File: src/rtl/prog_loader.sv
// prog_loader: writes a host word stream into instruction memory and sectored data memory; gates core_run.
// Latency: write strobe/address/data are registered and appear one cycle after the word is accepted.
// Backpressure: none, in_ready is always high. Optional LOADER_CHECKSUM_EN adds a trailing checksum word per load.
module prog_loader #(
    parameter int IMEM_AW = 8,
    parameter int DATA_W  = 16
) (
    input  logic               clock,
    input  logic               reset_n,
    input  logic               in_valid,
    input  logic [DATA_W-1:0]  in_data,
    output logic               in_ready,
    output logic               imem_we,
    output logic [IMEM_AW-1:0] imem_addr,
    output logic [DATA_W-1:0]  imem_wdata,
    output logic               dmem_we,
    output logic [3:0]         dmem_sector,
    output logic [3:0]         dmem_addr,
    output logic [DATA_W-1:0]  dmem_wdata,
    output logic               core_run,
    output logic               busy,
    output logic               err
);

    localparam logic [3:0]         CMD_LOAD_INSTR = 4'd1;
    localparam logic [3:0]         CMD_LOAD_DATA  = 4'd2;
    localparam logic [3:0]         CMD_RUN        = 4'd3;
    localparam logic [3:0]         CMD_HALT       = 4'd4;
    localparam logic [IMEM_AW-1:0] IADDR_ONE      = IMEM_AW'(1);

    typedef enum logic [2:0] {
        ST_IDLE    = 3'd0,
        ST_IADDR   = 3'd1,
        ST_PAYLOAD = 3'd2,
        ST_RUN     = 3'd3
`ifdef LOADER_CHECKSUM_EN
        , ST_CKSUM = 3'd4
`endif
    } state_t;

    state_t               state_q, state_d;
    logic [7:0]           rem_q, rem_d;
    logic                 is_instr_q, is_instr_d;
    logic [IMEM_AW-1:0]   iaddr_q, iaddr_d;
    logic [3:0]           dsec_q, dsec_d;
    logic [3:0]           daddr_q, daddr_d;
    logic                 err_q, err_d;
    logic                 imem_we_q, imem_we_d;
    logic [IMEM_AW-1:0]   imem_addr_q, imem_addr_d;
    logic [DATA_W-1:0]    imem_wdata_q, imem_wdata_d;
    logic                 dmem_we_q, dmem_we_d;
    logic [3:0]           dmem_sector_q, dmem_sector_d;
    logic [3:0]           dmem_addr_q, dmem_addr_d;
    logic [DATA_W-1:0]    dmem_wdata_q, dmem_wdata_d;
`ifdef LOADER_CHECKSUM_EN
    logic [DATA_W-1:0]    csum_q, csum_d;
`endif

    logic [3:0] hdr_cmd;
    logic [3:0] hdr_sector;
    logic [7:0] hdr_n;

    assign hdr_cmd    = in_data[15:12];
    assign hdr_sector = in_data[11:8];
    assign hdr_n      = in_data[7:0];

    always_comb begin
        state_d       = state_q;
        rem_d         = rem_q;
        is_instr_d    = is_instr_q;
        iaddr_d       = iaddr_q;
        dsec_d        = dsec_q;
        daddr_d       = daddr_q;
        err_d         = err_q;
        imem_we_d     = 1'b0;
        imem_addr_d   = imem_addr_q;
        imem_wdata_d  = imem_wdata_q;
        dmem_we_d     = 1'b0;
        dmem_sector_d = dmem_sector_q;
        dmem_addr_d   = dmem_addr_q;
        dmem_wdata_d  = dmem_wdata_q;
`ifdef LOADER_CHECKSUM_EN
        csum_d        = csum_q;
`endif
        if (in_valid) begin
            case (state_q)
                ST_IDLE: begin
                    case (hdr_cmd)
                        CMD_LOAD_INSTR: begin
                            err_d = 1'b0;
                            if (hdr_n != 8'd0) begin
                                rem_d      = hdr_n;
                                is_instr_d = 1'b1;
                                state_d    = ST_IADDR;
                            end
                        end
                        CMD_LOAD_DATA: begin
                            err_d   = 1'b0;
                            dsec_d  = hdr_sector;
                            daddr_d = 4'd0;
                            if (hdr_n != 8'd0) begin
                                rem_d      = hdr_n;
                                is_instr_d = 1'b0;
`ifdef LOADER_CHECKSUM_EN
                                csum_d     = '0;
`endif
                                state_d    = ST_PAYLOAD;
                            end
                        end
                        CMD_RUN: begin
                            err_d   = 1'b0;
                            state_d = ST_RUN;
                        end
                        CMD_HALT: ;
                        default: err_d = 1'b1;
                    endcase
                end
                ST_IADDR: begin
                    iaddr_d = in_data[IMEM_AW-1:0];
`ifdef LOADER_CHECKSUM_EN
                    csum_d  = '0;
`endif
                    state_d = ST_PAYLOAD;
                end
                ST_PAYLOAD: begin
                    if (is_instr_q) begin
                        imem_we_d    = 1'b1;
                        imem_addr_d  = iaddr_q;
                        imem_wdata_d = in_data;
                        iaddr_d      = iaddr_q + IADDR_ONE;
                    end else begin
                        dmem_we_d     = 1'b1;
                        dmem_sector_d = dsec_q;
                        dmem_addr_d   = daddr_q;
                        dmem_wdata_d  = in_data;
                        daddr_d       = daddr_q + 4'd1;
                        // crossing the end of a sector rolls into the next one
                        if (daddr_q == 4'd15) begin
                            dsec_d = dsec_q + 4'd1;
                        end
                    end
`ifdef LOADER_CHECKSUM_EN
                    csum_d = csum_q + in_data;
`endif
                    rem_d = rem_q - 8'd1;
                    if (rem_q == 8'd1) begin
`ifdef LOADER_CHECKSUM_EN
                        state_d = ST_CKSUM;
`else
                        state_d = ST_IDLE;
`endif
                    end
                end
`ifdef LOADER_CHECKSUM_EN
                ST_CKSUM: begin
                    if (in_data != csum_q) begin
                        err_d = 1'b1;
                    end
                    state_d = ST_IDLE;
                end
`endif
                ST_RUN: begin
                    if (hdr_cmd == CMD_HALT) begin
                        err_d   = 1'b0;
                        state_d = ST_IDLE;
                    end else begin
                        err_d = 1'b1;
                    end
                end
                default: state_d = ST_IDLE;
            endcase
        end
    end

    always_ff @(posedge clock or negedge reset_n) begin
        if (!reset_n) begin
            state_q       <= ST_IDLE;
            rem_q         <= '0;
            is_instr_q    <= 1'b0;
            iaddr_q       <= '0;
            dsec_q        <= '0;
            daddr_q       <= '0;
            err_q         <= 1'b0;
            imem_we_q     <= 1'b0;
            imem_addr_q   <= '0;
            imem_wdata_q  <= '0;
            dmem_we_q     <= 1'b0;
            dmem_sector_q <= '0;
            dmem_addr_q   <= '0;
            dmem_wdata_q  <= '0;
`ifdef LOADER_CHECKSUM_EN
            csum_q        <= '0;
`endif
        end else begin
            state_q       <= state_d;
            rem_q         <= rem_d;
            is_instr_q    <= is_instr_d;
            iaddr_q       <= iaddr_d;
            dsec_q        <= dsec_d;
            daddr_q       <= daddr_d;
            err_q         <= err_d;
            imem_we_q     <= imem_we_d;
            imem_addr_q   <= imem_addr_d;
            imem_wdata_q  <= imem_wdata_d;
            dmem_we_q     <= dmem_we_d;
            dmem_sector_q <= dmem_sector_d;
            dmem_addr_q   <= dmem_addr_d;
            dmem_wdata_q  <= dmem_wdata_d;
`ifdef LOADER_CHECKSUM_EN
            csum_q        <= csum_d;
`endif
        end
    end

    assign in_ready    = 1'b1;
    assign imem_we     = imem_we_q;
    assign imem_addr   = imem_addr_q;
    assign imem_wdata  = imem_wdata_q;
    assign dmem_we     = dmem_we_q;
    assign dmem_sector = dmem_sector_q;
    assign dmem_addr   = dmem_addr_q;
    assign dmem_wdata  = dmem_wdata_q;
    assign core_run    = (state_q == ST_RUN);
    assign busy        = (state_q != ST_IDLE) && (state_q != ST_RUN);
    assign err         = err_q;

endmodule

File: config.mk
export PLATFORM = sky130hd
export DESIGN_NAME = prog_loader
export DESIGN_NICKNAME = d
export VERILOG_FILES = /design/src/rtl/prog_loader.sv
export SDC_FILE = /design/constraint.sdc
export NUM_CORES = 1
export LEC_CHECK = 0
export ABC_CLOCK_PERIOD_IN_PS = 2450
export CAP_MARGIN = 20
export CORE_AREA = 2 2 127 129
export CTS_CLUSTER_DIAMETER = 40
export DETAILED_ROUTE_END_ITERATION = 10
export DIE_AREA = 0 0 129 131
export GPL_TIMING_DRIVEN = 0
export PLACE_DENSITY = 0.4
export SYNTH_ARGS = -nofsm -noshare
export SYNTH_HDL_FRONTEND = slang
export SYNTH_SLANG_ARGS = --single-unit
File: constraint.sdc
create_clock -name clock -period 2.45 [get_ports clock]
set_input_delay 0.49 -clock clock [delete_from_list [all_inputs] [get_ports clock]]
set_output_delay 0.49 -clock clock [all_outputs]
set_load 0.01 [all_outputs]
==> results.md <==
* Status: complete, no violations
* Vias in the first global route at 2909
* Design Area, Final at 0.00499 mm²
* Ant. Diodes at 0
* Die area at 0.0169 mm²
* Worst setup endpoint: dsec_q[1]$_DFFE_PN0P_
* WL final at a little under 10000 µm
* Yosys reg bits at between 70 and 80
* CP Max Fanout at 7
* Total chip power at between 6 and 7 mW
* Post-DRT Antenna Nets at 0
* Critical Path RT at 2.67 ns
* R2R cell count at 8
* Pre-Repair DR Iteration Count at 6
* Final period util at 95.3%
* Cell with the most instances after synthesis: dfrtp_1
* Worst R2R End: dsec_q[2]$_DFFE_PN0P_
* Worst path arrival time at around 2.6 ns
* Worst vdd ir at 579 µV
* Share of cells above drive strength 1 at 20.2%
* Cell count after placement at 622
* Starting Density at between 20% and 30%
* Worst min path class: in -> async
* Hold Vio Cnt, Final at 0
* Rel. slew slack at 55.5%
* Setup WS post-layout at 0.115 ns
* Post-route insts no fill at 637
* Final Critical Period at roughly 2.3 ns
* Clk sinks at 78
* Top post-synthesis cells by count: dfrtp_1 (78), nand2_1 (46), mux2_2 (45), o21ai_0 (23), a21oi_1 (21)
* FF-to-FF Start: state_q[0]$_DFFE_PN0P_
* Synthesized area per cell at 10.9 µm²
* # setup viols final at 0
* TritonCTS clock tree: built
* Placed inst area at 0.00465 mm²
* Post-Syn Nets at between 300 and 400
* Post-synth EDFFs at 0
* Via density per instance at between 4 and 5
* Asr flop ratio synth at 100%
* Leak Pwr at 2.10 nW
* Critical path class: in -> reg
* Maxcap violations at 0
* DRC viols at 0
* Via count at 2820
* Ports at 73
* Share of the synthesized area in the top cell type at between 50% and 60%
* Final Max Tran Viols at 0
* Largest net degree at the start of global routing at 52
* Worst slew pin tran at 0.668 ns
* Hpwl dp at 6980 µm
* Worst-path clk slew at 0.06 ns
* Fmax at around 430 MHz
* Post-Syn Instances at around 340
* Port Buffers at 69
* Crit end category: register
* Nets at 444
* PwrDens at roughly 1300 mW/mm²
* Util after Layout at 32.0%
* Wire per inst at 15.5 µm
* Root Driver: clkbuf_16
* R2R Setup Slk at 0.22 ns
* P&R area growth vs syn at 36.3%
* Unrepaired setup endpoints after global routing: yes
* CORE AREA at about 0.016 mm²
* Initial antenna violation count at 0
* H-tree Lvls at 3
* Worst-Skew Late Latency at about 0.35 ns
* Die Wd at about 130 µm
* Die Y at 131 µm
* Met3 WL at around 690 µm
* Worst setup SP type: input port
* M1 WL at 4890 µm
* Drt initial violations at 134
* Yosys top cell by area: dfrtp_1
* Pre-CTS WS at -0.386 ns
* Overflow after GRT at 0
* Post-Syn Area at 0.00366 mm²
* First-pass GRT wire length at 16000 µm
* Post-synthesis sequential area ratio at 53.3%
* TritonCTS buffer count at 9
* FP Rows at 46
* Clock Skew at between 0.006 and 0.007 ns
* Met2 wire length at just over 4000 µm
* Total global-route track usage at 12.7%
* Top cells by area, synth: dfrtp_1 (53%), mux2_2 (14%), nand2_1 (4.7%)
* Crit. Startpoint: in_data[12]
* Placer Congestion at 0.746
* Clock tree buffer depth at 2
* Synth warnings at 0
* Prevailing post-synth register cell: dfrtp_1
* Post-synth cell types at 42
* Max layer used: met4
## cell usage in the layout (no fill, tap or decap), types with 9 or more instances in the layout
cell type	synthesis	final
dfrtp_1	78	78
clkdlybuf4s50_1	0	68
nand2_1	46	46
mux2_2	45	45
o21ai_0	23	23
a21oi_1	21	21
nand3_1	11	11
inv_1	10	10
o22ai_1	9	9
ha_1	9	9
clkbuf_16	0	9
## timing repair
| item | 4_1_cts | 5_1_grt |
|---|---|---|
| endpoints found under the setup margin | 24 | 49 |
| buffers inserted | 0 | 0 |
| resized for setup | 4 | 7 |
| hold buffers | 0 | 0 |
## area by class of cell
cell class / instances / area [µm²]
Fill cell: 1616 / 10600
Sequential cell: 78 / 1950
Clock buffer: 10 / 239
Multi-Input combinational cell: 231 / 1610
Inverter: 11 / 42.5
Buffer: 15 / 73.8
Tap cell: 216 / 270
Clock inverter: 6 / 85.1
Timing Repair Buffer: 70 / 716
## kinds of logic (layout without fill, tap and decap cells)
group / count (synthesis) / in the layout / synth area share, %
XOR/XNOR: 1 / 1 / 0.239
multiplexers: 50 / 50 / 15.2
AO/OA/AOI/OAI: 72 / 72 / 11.9
other: 1 / 1 / 0.102
buffers and inverters: 27 / 112 / 3.04
flip-flops: 78 / 78 / 53.3
adder cells (fa/ha/maj): 9 / 9 / 3.08
AND/OR/NAND/NOR: 98 / 98 / 13.1
## where the power goes
group | internal (mW) | total [mW] | switching [mW]
clock | 0.916 | 1.47 | 0.554
sequential | 1.87 | 2.31 | 0.440
combinational | 1.42 | 2.58 | 1.16
total | 4.21 | 6.36 | 2.15
## critical path, stage by stage
cell and delay, ns:
clkdlybuf4s50_1 0.55, or4b_4 0.64, a221oi_2 0.54, nand2_1 0.10, o22ai_1 0.14, a21oi_1 0.08
## metal layers
layer | vias up | GRT usage (%)
li1 | 1356 | -
met1 | 1371 | 17.1
met2 | 79 | 18.6
met3 | 14 | 4.93
met4 | 0 | 4.22
met5 | - | 0
## how the worst min path moves through the flow
stage	start	end	slack (ns)	cells after the start
final	reset_n	err$_DFFE_PN0P_	0.07	1
after global routing	reset_n	err$_DFFE_PN0P_	0.08	1
after CTS	reset_n	err$_DFFE_PN0P_	0.07	1
after detailed placement	reset_n	err$_DFFE_PN0P_	0.46	1
after global placement	dmem_wdata[9]$_DFFE_PN0P_	dmem_wdata[9]$_DFFE_PN0P_	0.47	2
after floorplan	reset_n	daddr_q[0]$_DFFE_PN0P_	0.19	0
## state kept, by name, indices dropped and copies added (netlist names), 2 cells and up
register     count
daddr_q          4
dmem_addr        4
dmem_sector      4
dmem_wdata      16
dsec_q           4
iaddr_q          8
imem_addr        8
imem_wdata      16
rem_q            8
state_q          2
## metrics by stage
step / hold slack [ns] / setup TNS (ns)
floorplan: 0.194 / 0
global placement: 0.473 / -177.80
detailed placement: 0.458 / -5.35
CTS: 0.0726 / 0
global route: 0.0831 / -0.00592
finish: 0.0690 / 0
No activity file was read; power rests on OpenSTA's default activity.
==> variant, RTL diff (same settings) <==
Reset style: synchronous (`reset_n`), changed in one clocked block.
--- a/src/rtl/prog_loader.sv
+++ b/src/rtl/prog_loader.sv
@@ -173,5 +173,5 @@
     end
 
-    always_ff @(posedge clock or negedge reset_n) begin
+    always_ff @(posedge clock) begin
         if (!reset_n) begin
             state_q       <= ST_IDLE;
Behaviour: differs if reset_n is asserted again (counterexample within 4 cycles, from zero or initial values and one cycle with reset_n low); with reset_n held inactive, the same outputs for 4 cycles.
==> variant against the original RTL <==
  * Count of clock-buffer cells in the layout is 3 higher
  * Maximum frequency is 0.70% higher
  * Clock skew is 1.4 ps lower
  * Sequential cell count stayed put
  * Worst setup slack better by 16 ps
  * Wire length is 19% higher
  * Critical path type unchanged
  * Core utilization is 1.1 points lower
  * Design area is 3.4% lower
  * Synthesized area is 4.6% lower
  * Die area stayed put
  * Highest routed layer unchanged
  * Sequential share of layout area is 6.7 points lower
Power is not compared: it rests on default switching activity, and its combinational part moved more than twofold at a synthesized area within 25%.
==> variant: results (changes against the original RTL) <==
Routing
  – First-pass iteration count of the detailed router: 4 (-2)
  – Routed vias/inst: 4.55 (+2.7%)
  – Number of DRC violations after detailed-routing iteration 0: 190 (+42%)
  – Final Routed Wirelength: 11.7 mm (+19%)
  – Average wire per cell in the routed design: 15.5 um (+0.50%)

Cells and area
  – Share of layout cells above drive strength 1: 7.61% (-13 points)
  – Number of fill cells in the layout: 1677 (+3.8%)
  – Number of inserted diodes: 0 (unchanged)
  – Net count, final: 562 (+27%)

Global routing
  – Global-route wire length before repair: 18.2 mm (+14%)
  – Number of antenna violations at the first check in global routing: 0 (unchanged)
  – Global-route usage over all layers: 14.4% (+1.7 points)
  – Number of global-route vias before repair: 3376 (+16%)
  – Pin count of the biggest net entering global routing: 13 (-75%)

Placed design
  – Post-Place Cells: 738 (+19%)
  – GP Congestion: 0.798 (+6.9%)
  – HPWL Detailed: 8.52 mm (+22%)
  – Number of buffers inserted by port buffering: 68 (-1.4%)

Clocking
  – Clk Latency, worst-skew pair: 340 ps
  – Number of levels in the clock H-tree: 3 (unchanged)
  – Clock buffer count from CTS: 9 (unchanged)
  – Clock root cell: sky130_fd_sc_hd__clkbuf_16
  – Clock-pin slew on the worst setup and hold paths: 60 ps (about the same)
  – Max clock buf depth: 2 (unchanged)

STA
  – Share of the clock period used by the worst path after layout: 94.7% (-0.66 points)
  – Worst-case clock skew: 5.08 ps (-1.36 ps)
  – Worst relative slew slack: 55.0% (-0.50 points)

Setup path
  – Slowest library cell on the worst path: sky130_fd_sc_hd__clkdlybuf4s50_1
  – Worst path max stage delay: about 650 ps
  – Critical path peak fanout: 10 (+3)
  – Data arrival time of the worst path: 2570 ps (about the same)
  – Family with the most delay on the worst path: buffers and inverters

Logic synthesis
  – Count of different cell masters after synthesis: 51 (+21%)
  – Synth area leaders: sky130_fd_sc_hd__dfxtp_1 (45%), sky130_fd_sc_hd__nand2_1 (14%), sky130_fd_sc_hd__a21oi_1 (11%)
  – Most common library cells after synthesis: sky130_fd_sc_hd__nand2_1 (128), sky130_fd_sc_hd__dfxtp_1 (78), sky130_fd_sc_hd__a21oi_1 (77)
  – Proportion of synthesized chip area in sequential cells: 44.7% (-8.6 points)
  – Cell with the most instances after synthesis: sky130_fd_sc_hd__nand2_1
  – Warning count from the yosys run: 0 (unchanged)
  – Nets in the synthesized netlist: 482 (+32%)
  – Proportion of synthesized flip-flops having asynchronous set or reset: 0% (-100 points)
  – Mean cell area of the mapped netlist: 7.69 um2 (-29%)

Status
  – Status: finished clean

Hold path
  – Worst min-delay path class: in2reg

Power and ir drop
  – Reported leakage power: 1.61 nW
  – Worst IR drop on VDD: just under 0.3 mV
[variant: changes by cell type after synthesis, sizes merged, moves of 16 or more]
cell,delta
a21oi,+56
dfxtp,+78
nor2,+16
mux2,-43
dfrtp,-78
nand2,+82
[variant: kinds of logic (layout without fill, tap and decap cells)]
kind of cell / Yosys count / count (layout) / synth area share (%)
mux: 7 / 7 / 2.08
compound gates: 117 / 117 / 19.3
fa+ha+maj: 9 / 9 / 3.23
flops: 78 / 78 / 44.7
xor+xnor: 1 / 1 / 0.251
buf+inv: 41 / 126 / 5.09
other cells: 1 / 1 / 0.107
simple gates: 200 / 200 / 25.2
[variant: tightest hold or removal path: stages]
cell                      delay [ps]
sky130_fd_sc_hd__buf_6           120
sky130_fd_sc_hd__nand2_1          60
sky130_fd_sc_hd__a21oi_1          50
[variant: final timing paths]
| check | startpoint | end | slack (ps) | cells past startpoint |
|---|---|---|---|---|
| worst max register to register | state_q[0]$_SDFFE_PN0P_ | imem_addr[5]$_SDFFE_PN0P_ | 240 | 7 |
| worst min-delay path | in_data[14] | imem_wdata[14]$_SDFFE_PN0P_ | 420 | 3 |
| worst max-delay path | in_data[13] | dsec_q[1]$_SDFFE_PN0P_ | 130 | 6 |
| worst min register to register | imem_addr[3]$_SDFFE_PN0P_ | imem_addr[3]$_SDFFE_PN0P_ | 450 | 2 |
[variant: power by group]
part,total [W],internal (W),switching [W]
sequential,0.00132,0.00129,0.0000242
clock,0.00151,0.000975,0.000536
combinational,0.000283,0.000111,0.000172
total,0.00311,0.00238,0.000732
[variant: metal layers]
layer,vias to the layer above,global-route usage [%],share of wire (%)
met5,-,0,0
met4,0,3.20,1.1
met3,9,5.13,5.0
met2,92,23.2,46
met1,1622,18.5,48
li1,1711,-,-
[variant: cell type report]
type                       count  area share, %
timing repair buffer          70           14.4
sequential                    78           32.4
clock buffer                  13           5.61
multi-input combinational    335           36.9
clock inverter                 3           1.35
buffer                        31           3.01
inverter                       9          0.701
tap                          216           5.61
[variant: timing repair]
item / CTS / global route
buffers inserted: 0 / 2
endpoints found under the setup margin: 36 / 47
gates resized for setup: 5 / 5
[variant: through the flow]
| step | TNS, ps | power, W | setup WS (ps) | area (um2) | hold slack [ps] |
|---|---|---|---|---|---|
| final | 0 | 0.00311 | 131 | 4820 | 422 |
| after global routing | -44.7 | 0.00325 | -15.4 | 4820 | 416 |
| after CTS | 0 | 0.00315 | 52.4 | 4800 | 413 |
| after detailed placement | -10650 | 0.00162 | -615 | 4440 | 447 |
| after global placement | -9970 | 0.00162 | -581 | 4440 | 445 |
| after floorplan | 0 | 0.00150 | 486 | 3490 | 445 |
